--- src/rtl/cv32e40p_pkg.sv ---
// cv32e40p_pkg: operator codes and FSM state type for the string-transform unit.
package cv32e40p_pkg;
  localparam int STR_OP_WIDTH = 3;
  localparam logic [STR_OP_WIDTH-1:0] STR_OP_UPPER = 3'd0;
  localparam logic [STR_OP_WIDTH-1:0] STR_OP_LOWER = 3'd1;
  localparam logic [STR_OP_WIDTH-1:0] STR_OP_LEET  = 3'd2;
  localparam logic [STR_OP_WIDTH-1:0] STR_OP_ROT13 = 3'd3;
  typedef enum logic [1:0] {IDLE, BUSY, DONE} str_state_e;
endpackage

--- src/rtl/cv32e40p_str_byte_xlat.sv ---
// cv32e40p_str_byte_xlat: combinational per-byte ASCII transform with change flag.
module cv32e40p_str_byte_xlat
  import cv32e40p_pkg::*;
(
  input  logic [STR_OP_WIDTH-1:0] operator_i,
  input  logic [7:0]              byte_i,
  output logic [7:0]              byte_o,
  output logic                    changed_o
);
  logic       is_up, is_lo, alpha;
  logic [7:0] lc, base, idx, rot, leet;
  always_comb begin
    is_up     = byte_i >= 8'h41 && byte_i <= 8'h5A;
    is_lo     = byte_i >= 8'h61 && byte_i <= 8'h7A;
    alpha     = is_up | is_lo;
    lc        = byte_i | 8'h20;
    base      = is_up ? 8'h41 : 8'h61;
    idx       = byte_i - base;
    rot       = base + (idx < 8'd13 ? idx + 8'd13 : idx - 8'd13);
    leet      = lc == 8'h61 ? 8'h34 : lc == 8'h65 ? 8'h33 : lc == 8'h69 ? 8'h31 :
                lc == 8'h6F ? 8'h30 : lc == 8'h73 ? 8'h35 : lc == 8'h74 ? 8'h37 : byte_i;
    byte_o    = operator_i == STR_OP_UPPER && is_lo ? byte_i - 8'h20 :
                operator_i == STR_OP_LOWER && is_up ? byte_i + 8'h20 :
                operator_i == STR_OP_LEET  && alpha ? leet :
                operator_i == STR_OP_ROT13 && alpha ? rot : byte_i;
    changed_o = byte_o != byte_i;
  end
endmodule

--- src/rtl/cv32e40p_str_unit.sv ---
// cv32e40p_str_unit: iterative LANES-bytes-per-cycle string transform with valid/ready on both sides.
module cv32e40p_str_unit
  import cv32e40p_pkg::*;
#(
  parameter int DATA_WIDTH = 32,
  parameter int LANES      = 1
) (
  input  logic                    clk,
  input  logic                    rst_n,
  input  logic                    valid_i,
  output logic                    ready_o,
  input  logic [STR_OP_WIDTH-1:0] operator_i,
  input  logic [DATA_WIDTH-1:0]   operand_i,
  input  logic                    flush_i,
  output logic                    valid_o,
  input  logic                    ready_i,
  output logic [DATA_WIDTH-1:0]   result_o,
  output logic [DATA_WIDTH/8-1:0] mask_o
);
  localparam int NB   = DATA_WIDTH / 8;
  localparam int NCYC = NB / LANES;
  localparam int CW   = NCYC > 1 ? $clog2(NCYC) : 1;

  str_state_e              state_q;
  logic [STR_OP_WIDTH-1:0] op_q;
  logic [CW-1:0]           chunk_q;
  logic [DATA_WIDTH-1:0]   data_q, data_d;
  logic [NB-1:0]           mask_q, mask_d;
  logic                    valid_q;
  logic [7:0]              x_in [LANES];
  logic [7:0]              x_out [LANES];
  logic                    x_chg [LANES];

  for (genvar g = 0; g < LANES; g++) begin : g_lane
    assign x_in[g] = data_q[(int'(chunk_q) * LANES + g) * 8 +: 8];
    cv32e40p_str_byte_xlat u_xlat (
      .operator_i(op_q),
      .byte_i    (x_in[g]),
      .byte_o    (x_out[g]),
      .changed_o (x_chg[g])
    );
  end

  always_comb begin
    data_d = data_q;
    mask_d = mask_q;
    for (int l = 0; l < LANES; l++) begin
      data_d[(int'(chunk_q) * LANES + l) * 8 +: 8] = x_out[l];
      mask_d[int'(chunk_q) * LANES + l]             = mask_q[int'(chunk_q) * LANES + l] | x_chg[l];
    end
  end

  // In DONE the unit can take a new request exactly when the result is consumed.
  assign ready_o  = state_q == IDLE ? 1'b1 : state_q == DONE ? ready_i : 1'b0;
  assign valid_o  = valid_q;
  assign result_o = data_q;
  assign mask_o   = mask_q;

  always_ff @(posedge clk or negedge rst_n) begin
    if (!rst_n) begin
      state_q <= IDLE;
      op_q    <= '0;
      chunk_q <= '0;
      data_q  <= '0;
      mask_q  <= '0;
      valid_q <= 1'b0;
    end else if (flush_i) begin
      state_q <= IDLE;
      valid_q <= 1'b0;
    end else if ((state_q == IDLE && valid_i) || (state_q == DONE && ready_i && valid_i)) begin
      state_q <= BUSY;
      op_q    <= operator_i;
      data_q  <= operand_i;
      mask_q  <= '0;
      chunk_q <= '0;
      valid_q <= 1'b0;
    end else if (state_q == BUSY) begin
      data_q  <= data_d;
      mask_q  <= mask_d;
      chunk_q <= chunk_q + CW'(1);
      if (chunk_q == CW'(NCYC - 1)) begin
        state_q <= DONE;
        valid_q <= 1'b1;
      end
    end else if (state_q == DONE && ready_i) begin
      state_q <= IDLE;
      valid_q <= 1'b0;
    end
  end
endmodule

--- config.mk ---
export PLATFORM = sky130hd
export DESIGN_NAME = cv32e40p_str_unit
export DESIGN_NICKNAME = d
export VERILOG_FILES = /design/src/rtl/cv32e40p_pkg.sv /design/src/rtl/cv32e40p_str_byte_xlat.sv /design/src/rtl/cv32e40p_str_unit.sv
export SDC_FILE = /design/constraint.sdc
export NUM_CORES = 1
export LEC_CHECK = 0
export ABC_AREA = 1
export CORE_UTILIZATION = 37
export DETAILED_ROUTE_END_ITERATION = 10
export DONT_BUFFER_PORTS = 1
export HOLD_SLACK_MARGIN = 0.05
export SYNTH_ARGS = -nofsm -noshare
export SYNTH_HDL_FRONTEND = slang
export SYNTH_HIERARCHICAL = 1
export SYNTH_SLANG_ARGS = --single-unit
--- constraint.sdc ---
create_clock -name clk -period 6 [get_ports clk]
set_input_delay 0.6 -clock clk [delete_from_list [all_inputs] [get_ports clk]]
set_output_delay 0.6 -clock clk [all_outputs]
set_load 0.1 [all_outputs]
==> results of run 1 <==
logic make-up (layout without fill, tap and decap cells):
kind of cell / Yosys count / after routing / synth area share (%)
AOI/OAI and AO/OA: 104 / 104 / 13.72
adders and majority gates: 16 / 16 / 4.923
buffers and inverters: 76 / 103 / 8.092
and+or+nand+nor: 382 / 382 / 44.86
DFF: 43 / 43 / 26.46
xor gates and xnor gates: 9 / 9 / 1.938
routing by layer:
| layer | part of all wire [%] | vias up | global-route usage, % |
|---|---|---|---|
| met5 | 0.10 | - | 0 |
| met4 | 1.2 | 2 | 4.403 |
| met3 | 8.6 | 21 | 7.112 |
| met2 | 43 | 131 | 36.41 |
| met1 | 47 | 1973 | 31.49 |
| li1 | - | 2129 | - |
metrics by stage:
stage / std cells / hold WS, ns
after CTS: 793 / 0.1251
after global routing: 793 / 0.1226
after global placement: 784 / 0.3060
final: 793 / 0.1214
after floorplan: 630 / 0.3044
after detailed placement: 784 / 0.3057
state kept, by name, summed over array words and instances, names as in the netlist:
name / flops
result_o: 32
mask_o: 4
op_q: 3
chunk_q: 2
state_q: 2
area by class of cell:
type                       count  area [um2]  area share, %
sequential                    43        1076          23.50
multi-input combinational    511        2673          58.36
inverter                      55       207.7          4.536
tap                          136       170.2          3.716
clock inverter                 2       60.06          1.311
timing repair buffer          40       320.3          6.995
clock buffer                   6       72.57          1.585
cells in the final DEF (no fill, tap or decap), types with 7 or more instances in the layout:
cell type | synthesis | layout
a21oi_1 | 14 | 13
buf_4 | 3 | 39
dfrtp_1 | 43 | 43
ha_1 | 16 | 16
inv_1 | 40 | 40
inv_2 | 14 | 14
nand2_1 | 190 | 190
nand2_2 | 13 | 13
nand2_4 | 7 | 7
nand3_1 | 83 | 83
nand4_1 | 7 | 7
nor2_1 | 44 | 44
o21ai_0 | 61 | 61
o21ai_1 | 12 | 12
or2_0 | 8 | 8
worst max path at each step:
stage | start | to | cells after the start
4_1_cts | chunk_q[1]$_DFFE_PN0P_ | result_o[30]$_DFFE_PN0P_ | 29
5_1_grt | chunk_q[1]$_DFFE_PN0P_ | result_o[20]$_DFFE_PN0P_ | 27
6_report | chunk_q[1]$_DFFE_PN0P_ | mask_o[1]$_DFFE_PN0P_ | 29
3_5_place_dp | chunk_q[1]$_DFFE_PN0P_ | result_o[30]$_DFFE_PN0P_ | 29
3_3_place_gp | chunk_q[1]$_DFFE_PN0P_ | mask_o[1]$_DFFE_PN0P_ | 33
2_1_floorplan | result_o[8]$_DFFE_PN0P_ | mask_o[1]$_DFFE_PN0P_ | 29
==> reports/qor.log, run 1 <==
INFO  yosys          synth_cell_types=39
INFO  floorplan      core=10510um2
INFO  drt            post_drt_wl_per_cell=16.07um
INFO  global_route   number_of_global_route_vias_before_repair=4127
INFO  finish         post-route-util=43.58%
INFO  setup_path     worstPathBufferInverterCount=3
INFO  sta            drv_slew=0
INFO  clock_tree     cts_root_buf=clkbuf_8
INFO  setup_path     r2r_setup_slack=1.06ns
INFO  yosys          synth_top_area_share=26.46%
INFO  yosys          seq_area_frac_synth=26.46%
INFO  yosys          yosys-top-cells-area=dfrtp_1, nand2_1, nand3_1, o21ai_0, ha_1
INFO  yosys          synth_ff_type=dfrtp_1
INFO  finish         flow.area_growth_from_synthesis=12.62%
INFO  status         status=finished clean
INFO  yosys          syn-instance-count=630
INFO  sta            grt_setup_unrepaired=no
INFO  drt            dr_total_vias=4256
INFO  setup_path     timing.critical_path.fanout_max=16
INFO  clock_tree     cts_buffer_depth=2
INFO  sta            timing.max_slew.rel_slack=26.55%
INFO  global_route   grt_usage=23.19%
INFO  floorplan      die-height=106.8um
INFO  yosys          postSynthRegisterBits=43
INFO  drt            drt_iter0_markers=331
INFO  sta            finalHoldViolations=0
INFO  clock_tree     cts-buffers-inserted=5
INFO  clock_tree     tritoncts=yes
INFO  floorplan      initial_core_util=38.70%
INFO  setup_path     critPathTopFamily=simple AND/OR/NAND/NOR gates
INFO  sta            tightestPinTransition=1.102ns
INFO  global_route   antenna_found_initial=2
INFO  sta            setup_viol_count_final=0
INFO  finish         layout-drive-gt1-share=16.13%
INFO  clock_tree     clk_pin_slew_worst_paths=0.09ns
INFO  setup_path     cp_slowest_stage_delay=0.54ns
INFO  global_route   overflow=0
INFO  yosys          synth_most_common_cell=nand2_1
INFO  drt            routed_via_density=5.367
INFO  placed_design  detailedPlace.worstSlack=1.080ns
INFO  setup_path     critical_path.startpoint_type=flip-flop
INFO  sta            maxClockFrequency=202.3MHz
INFO  clock_tree     tritoncts_num_sinks=43
INFO  clock_tree     worst_skew_pair.late_latency=0.31ns
INFO  clock_tree     cts_hold_buf=1
INFO  run            drv.max_cap_violation_count=0
INFO  floorplan      die_footprint=11410um2
INFO  sta            share_of_the_clock_period_used_by_the_worst_path=82.40%
INFO  finish         final_net_count=712
INFO  finish         final.fill_count=1104
INFO  sta            final.setup.tns=0ns
INFO  global_route   grt_first_pass_wirelength=20.66mm
INFO  setup_path     worstReg2RegEnd=mask_o[1]$_DFFE_PN0P_
INFO  finish         antenna_cells_inserted=0
INFO  setup_path     worst_ep_required_time=6.19ns
INFO  yosys          synth_area_leader_cell=dfrtp_1
INFO  yosys          synth_area=4066um2
INFO  clock_tree     post_cts.resized_instances=0
INFO  setup_path     critical-path-top-cell-by-count=nand2_1
INFO  clock_tree     cts_post_setup_buffers_inserted=0
INFO  floorplan      core.rowCount=37
INFO  sta            clock_skew=0.01644ns
INFO  setup_path     master_of_the_slowest_instance_on_the_critical_path=o21ai_0
INFO  placed_design  detailedPlacementHpwl=10.02mm
INFO  yosys          syn-mean-instance-area=6.455um2
INFO  placed_design  postPlaceCellArea=4419um2
INFO  drt            drcViolationCount=0
INFO  setup_path     crit_path_end_kind=flip-flop
INFO  setup_path     worstSetupPathType=flip-flop to flip-flop
INFO  setup_path     arrival_time_of_data_at_the_critical_path_endpoint=5.13ns
INFO  sta            layout_setup_ws=1.056ns
INFO  yosys          synth_fp_nets=686
INFO  hold_path      hp-class=input pin to asynchronous set/reset pin
INFO  yosys          async_flop_share=100.0%
INFO  floorplan      floorplan.io_pins=78
INFO  drt            first_pass_iters=5
INFO  floorplan      die_x=106.8um
INFO  drt            final_antenna_net_count=0
INFO  yosys          ys_warn_count=6
INFO  global_route   grt_max_degree=54
INFO  sta            min_period=4.944ns
INFO  placed_design  gp_congestion=0.9194
INFO  setup_path     critical_path.reg2reg.startpoint=chunk_q[1]$_DFFE_PN0P_
INFO  placed_design  port-buffer-count=0
INFO  clock_tree     h-tree-depth=2
INFO  drt            route.final.wire_length=12.74mm
INFO  yosys          synth_common_cells=nand2_1, nand3_1, o21ai_0, nor2_1, dfrtp_1
INFO  setup_path     ff2ff_path_depth=29
INFO  yosys          synth_edf_count=0
INFO  finish         design_area=4579um2
Power of run 1 is not shown: default switching activity piles up to over one toggle a cycle in this logic, so the estimate is an artifact.
==> run 2, diff against run 1 <==
==> constraint.sdc (replaced) <==
create_clock -name clk -period 4.75 [get_ports clk]
set_input_delay 0.475 -clock clk [delete_from_list [all_inputs] [get_ports clk]]
set_output_delay 0.475 -clock clk [all_outputs]
set_load 0.1 [all_outputs]
==> run 2 against run 1 <==
Die area is the same. Worst setup slack worse by 0.75 ns. Via count grew 3.8%. Critical path type unchanged. Highest routed layer unchanged.
==> reports/qor.log, run 2 (synthesis results as in run 1) <==
INFO  setup_path     arrival_time_of_data_at_the_critical_path_endpoint=4.70ns
INFO  global_route   grt_usage=24.25%
INFO  floorplan      die_footprint=11410um2
INFO  run            drv.max_cap_violation_count=0
INFO  clock_tree     tritoncts=yes
INFO  clock_tree     tritoncts_num_sinks=43
INFO  placed_design  detailedPlacementHpwl=10.62mm
INFO  finish         final_net_count=731
INFO  status         status=finished clean
INFO  floorplan      initial_core_util=38.70%
INFO  sta            tightestPinTransition=1.108ns
INFO  drt            drcViolationCount=0
INFO  global_route   antenna_found_initial=1
INFO  setup_path     master_of_the_slowest_instance_on_the_critical_path=dfrtp_1
INFO  sta            setup_viol_count_final=0
INFO  floorplan      floorplan.io_pins=78
INFO  clock_tree     h-tree-depth=2
INFO  clock_tree     cts_buffer_depth=2
INFO  setup_path     worst_ep_required_time=5.00ns
INFO  sta            whs=0.2812ns
INFO  setup_path     worstSetupPathType=flip-flop to flip-flop
INFO  finish         design_area=4733um2
INFO  setup_path     timing.critical_path.fanout_max=7
INFO  hold_path      worst_hold_startpoint=operator_i[0]
INFO  global_route   grt_max_degree=54
INFO  floorplan      die_x=106.8um
INFO  drt            drt_iter0_markers=374
INFO  drt            post_drt_wl_per_cell=16.67um
INFO  finish         layout.cells.most_common_list=nand2_1, nand3_1, o21ai_0
INFO  setup_path     cp_slowest_stage_delay=0.44ns
INFO  finish         post-route-util=45.04%
INFO  drt            final_antenna_net_count=0
INFO  setup_path     ff2ff_path_depth=32
INFO  sta            min_period=4.449ns
INFO  sta            drv_slew=0
INFO  clock_tree     worst_skew_pair.late_latency=0.31ns
INFO  sta            clock_skew=0.006195ns
INFO  setup_path     crit_path_end_kind=flip-flop
INFO  drt            routed_via_density=5.442
INFO  clock_tree     cts_root_buf=clkbuf_8
INFO  hold_path      min_delay_worst_endpoint=op_q[0]$_DFFE_PN0P_
INFO  setup_path     critical-path-top-cell-by-count=nand2_1
INFO  finish         mostFrequentLayoutCell=nand2_1
INFO  clock_tree     clk_pin_slew_worst_paths=0.08ns
INFO  setup_path     worstReg2RegEnd=result_o[20]$_DFFE_PN0P_
INFO  placed_design  detailedPlace.worstSlack=0.2822ns
INFO  finish         antenna_cells_inserted=0
INFO  sta            finalHoldViolations=0
INFO  setup_path     r2r_setup_slack=0.30ns
INFO  floorplan      die-height=106.8um
INFO  finish         largest_reg_flops=32
INFO  hold_path      hp-class=input pin to flip-flop
INFO  finish         layout-drive-gt1-share=19.08%
INFO  global_route   grt_first_pass_wirelength=21.53mm
INFO  floorplan      core.rowCount=37
INFO  drt            first_pass_iters=5
INFO  sta            layout_setup_ws=0.3011ns
INFO  clock_tree     cts-buffers-inserted=5
INFO  sta            timing.max_slew.rel_slack=26.13%
INFO  hold_path      hold_depth=2
INFO  global_route   overflow=0
INFO  setup_path     critical_path.startpoint_type=flip-flop
INFO  placed_design  gp_congestion=0.8932
INFO  floorplan      core=10510um2
INFO  placed_design  postPlaceCellArea=4494um2
INFO  finish         flow.area_growth_from_synthesis=16.40%
INFO  drt            dr_total_vias=4419
INFO  drt            route.final.wire_length=13.53mm
INFO  setup_path     critical_path.reg2reg.startpoint=chunk_q[1]$_DFFE_PN0P_
INFO  placed_design  port-buffer-count=0
INFO  sta            share_of_the_clock_period_used_by_the_worst_path=93.66%
INFO  global_route   number_of_global_route_vias_before_repair=4149
INFO  sta            maxClockFrequency=224.8MHz
-- run 2: what timing repair did --
| item | CTS | global route |
|---|---|---|
| hold buffers | 2 | 0 |
| resized for setup | 0 | 8 |
| setup endpoints to repair | 0 | 8 |
| buffers inserted | 0 | 7 |
| hold endpoints to repair | 43 | 0 |
-- run 2: metal layers --
metal  GRT usage [%]  vias to the layer above  part of all wire, %
met3           5.897                       17                  9.3
met1           35.96                     2040                   47
met2           35.30                      191                   42
li1                -                     2169                    -
met4           5.088                        2                  1.1
met5               0                        -                0.096
-- run 2: how the worst max path moves through the flow --
stage / startpoint / end / depth (start not counted)
detailed placement: chunk_q[1]$_DFFE_PN0P_ / result_o[20]$_DFFE_PN0P_ / 29
finish: chunk_q[1]$_DFFE_PN0P_ / result_o[20]$_DFFE_PN0P_ / 32
global route: chunk_q[1]$_DFFE_PN0P_ / mask_o[1]$_DFFE_PN0P_ / 35
CTS: chunk_q[1]$_DFFE_PN0P_ / result_o[20]$_DFFE_PN0P_ / 29
floorplan: result_o[8]$_DFFE_PN0P_ / mask_o[1]$_DFFE_PN0P_ / 29
global placement: chunk_q[0]$_DFFE_PN0P_ / mask_o[1]$_DFFE_PN0P_ / 33
-- run 2: final cells by class --
class / instances / area [um2]
Fill cell: 1111 / 5776
Multi-Input combinational cell: 511 / 2689
Inverter: 55 / 214.0
Sequential cell: 43 / 1076
Clock buffer: 6 / 82.58
Timing Repair Buffer: 58 / 461.7
Tap cell: 136 / 170.2
Timing Repair inverter: 1 / 5.005
Clock inverter: 2 / 35.03
-- run 2: through the flow --
stage | TNS [ns] | std cells
5_1_grt | -0.02375 | 812
6_report | 0 | 812
2_1_floorplan | 0 | 630
4_1_cts | 0 | 804
3_3_place_gp | 0 | 794
3_5_place_dp | 0 | 794
-- run 2: worst max-delay path, delay by kind of cell, from the launching register on --
family | cells | cell delay (ns)
and+or+nand+nor | 20 | 1.96
xor gates and xnor gates | 1 | 0.08
adders and majority gates | 2 | 0.51
buffers and inverters | 4 | 0.68
AOI/OAI and AO/OA | 5 | 0.72
DFF | 1 | 0.44
Power of run 2 is left out for the same reason.
==> run 3, diff against run 2 <==
--- a/config.mk
+++ b/config.mk
@@ -10,6 +10,7 @@
 export DETAILED_ROUTE_END_ITERATION = 10
 export DONT_BUFFER_PORTS = 1
 export HOLD_SLACK_MARGIN = 0.05
+export PLACE_DENSITY = 0.55
 export SYNTH_ARGS = -nofsm -noshare
 export SYNTH_HDL_FRONTEND = slang
 export SYNTH_HIERARCHICAL = 1
==> run 3 against run 2 <==
Utilization rose by 0.39 points. Register-to-register slack improved by 0.12 ns. Die area unchanged. Count of clock-buffer cells in the layout decreased by 1. Sequential cell count did not move. Cell count increased by 0.62%. Global-route usage up 0.12 points. Worst setup slack better by 0.12 ns. Wire length is essentially flat. Fmax grew 2.7%. Clock skew about the same. Hold slack better by 0.0051 ns. Critical endpoint is now mask_o[1]$_DFFE_PN0P_. Largest cell class unchanged. Highest routed layer is now met4.
==> reports/qor.log, run 3 (synthesis results as in run 1) <==
INFO  status         status=finished clean
INFO  clock_tree     cts_buffer_depth=2
INFO  setup_path     r2r_setup_slack=0.42ns
INFO  sta            clock_skew=0.006679ns
INFO  finish         final.fill_count=1111
INFO  drt            met3_wirelength=940um
INFO  sta            finalHoldViolations=0
INFO  drt            drcViolationCount=0
INFO  placed_design  port-buffer-count=0
INFO  drt            route.top_layer_used=met4
INFO  drt            final_antenna_net_count=0
INFO  setup_path     arrival_time_of_data_at_the_critical_path_endpoint=4.52ns
INFO  global_route   grt_usage=24.38%
INFO  hold_path      hold_depth=2
INFO  setup_path     worstSetupPathType=flip-flop to flip-flop
INFO  setup_path     timing.critical_path.fanout_max=9
INFO  floorplan      core.rowCount=37
INFO  drt            first_pass_iters=6
INFO  hold_path      min_delay_worst_endpoint=op_q[1]$_DFFE_PN0P_
INFO  setup_path     critical_path.reg2reg.startpoint=chunk_q[1]$_DFFE_PN0P_
INFO  drt            met2_wirelength=5.980mm
INFO  finish         largest_reg_flops=32
INFO  finish         flow.area_growth_from_synthesis=17.42%
INFO  sta            timing.max_slew.rel_slack=26.74%
INFO  hold_path      worst_hold_startpoint=operator_i[1]
INFO  clock_tree     tritoncts=yes
INFO  finish         final_net_count=735
INFO  finish         layout-drive-gt1-share=19.12%
INFO  finish         area_taken_by_multi_input_logic_gates=2673um2
INFO  drt            post_drt_wl_per_cell=16.55um
INFO  sta            setup_viol_count_final=0
INFO  floorplan      floorplan.io_pins=78
INFO  global_route   grt_max_degree=54
INFO  placed_design  detailedPlacementHpwl=10.44mm
INFO  clock_tree     tritoncts_num_sinks=43
INFO  clock_tree     cts-buffers-inserted=5
INFO  setup_path     worst_ep_required_time=4.94ns
INFO  setup_path     worstReg2RegEnd=mask_o[1]$_DFFE_PN0P_
INFO  setup_path     cp_slowest_stage_delay=0.44ns
INFO  hold_path      hp-class=input pin to flip-flop
INFO  global_route   grt_first_pass_wirelength=21.59mm
INFO  floorplan      die_x=106.8um
INFO  floorplan      die_footprint=11410um2
INFO  setup_path     ff2ff_path_depth=35
INFO  drt            dr_total_vias=4392
INFO  drt            drt_iter0_markers=390
INFO  clock_tree     worst_skew_pair.late_latency=0.31ns
INFO  global_route   number_of_global_route_vias_before_repair=4031
INFO  sta            share_of_the_clock_period_used_by_the_worst_path=91.19%
INFO  clock_tree     clk_pin_slew_worst_paths=0.09ns
INFO  setup_path     crit_path_end_kind=flip-flop
INFO  finish         layout.cells.most_common_list=nand2_1, nand3_1, o21ai_0, buf_4, nor2_1
INFO  sta            tightestPinTransition=1.099ns
INFO  sta            drv_slew=0
INFO  drt            route.layer.met1.wl=6.508mm
INFO  sta            final.setup.tns=0ns
INFO  floorplan      die-height=106.8um
INFO  floorplan      initial_core_util=38.70%
INFO  drt            route.final.wire_length=13.52mm
INFO  global_route   overflow=0
INFO  finish         mostFrequentLayoutCell=nand2_1
INFO  run            drv.max_cap_violation_count=0
INFO  global_route   antenna_found_initial=1
INFO  setup_path     critical_path.startpoint_type=flip-flop
INFO  setup_path     master_of_the_slowest_instance_on_the_critical_path=dfrtp_1
INFO  floorplan      core=10510um2
INFO  clock_tree     h-tree-depth=2
INFO  finish         register_area=1076um2
INFO  drt            routed_via_density=5.376
INFO  placed_design  gp_congestion=0.8889
INFO  sta            min_period=4.331ns
INFO  setup_path     crit_path_start=chunk_q[1]$_DFFE_PN0P_
INFO  setup_path     critical-path-top-cell-by-count=nand2_1
INFO  clock_tree     cts_root_buf=clkbuf_8
INFO  sta            maxClockFrequency=230.9MHz
==> run 3: cell type report <==
| cell class | count | area share (%) |
|---|---|---|
| Clock buffer | 5 | 1.441 |
| Tap cell | 136 | 3.564 |
| Clock inverter | 3 | 1.415 |
| Multi-Input combinational cell | 511 | 55.97 |
| Antenna cell | 1 | 0.05241 |
| Timing Repair Buffer | 62 | 10.38 |
| Sequential cell | 43 | 22.54 |
| Timing Repair inverter | 1 | 0.1048 |
| Inverter | 55 | 4.534 |
==> run 3: how the worst max path moves through the flow <==
stage,depth (start not counted),end
finish,35,mask_o[1]$_DFFE_PN0P_
global route,34,mask_o[1]$_DFFE_PN0P_
CTS,33,mask_o[1]$_DFFE_PN0P_
detailed placement,33,mask_o[1]$_DFFE_PN0P_
global placement,32,mask_o[1]$_DFFE_PN0P_
floorplan,29,mask_o[1]$_DFFE_PN0P_
==> run 3: critical path: cells and delay by family, from the launching register on <==
family,cells,cell delay [ns]
adders and majority gates,1,0.29
buffers and inverters,5,0.69
and+or+nand+nor,23,2.07
AOI/OAI and AO/OA,6,0.70
DFF,1,0.44
==> run 3: through the flow <==
step	util, %	cells	cell area (um2)	setup WS (ns)	hold WS (ns)
6_report	45.43	817	4775	0.4187	0.2862
5_1_grt	45.41	816	4772	-0.0003477	0.2921
4_1_cts	44.35	803	4661	0.3279	0.2877
3_5_place_dp	42.70	793	4487	0.3581	0.1806
3_3_place_gp	42.70	793	4487	0.4460	0.1804
2_1_floorplan	-	630	4066	0.3243	0.1794
==> run 3: per-layer routing <==
metal	vias to the layer above	track usage, %
met5	-	0
met3	10	4.377
met4	0	3.718
met1	2063	36.03
met2	143	37.42
li1	2176	-
==> run 3: timing repair <==
action / CTS / global route
hold buffers: 2 / 0
buffers inserted: 0 / 12
resized for setup: 0 / 8
hold endpoints to repair: 43 / 0
setup endpoints to repair: 0 / 14
Power of run 3 is left out for the same reason.
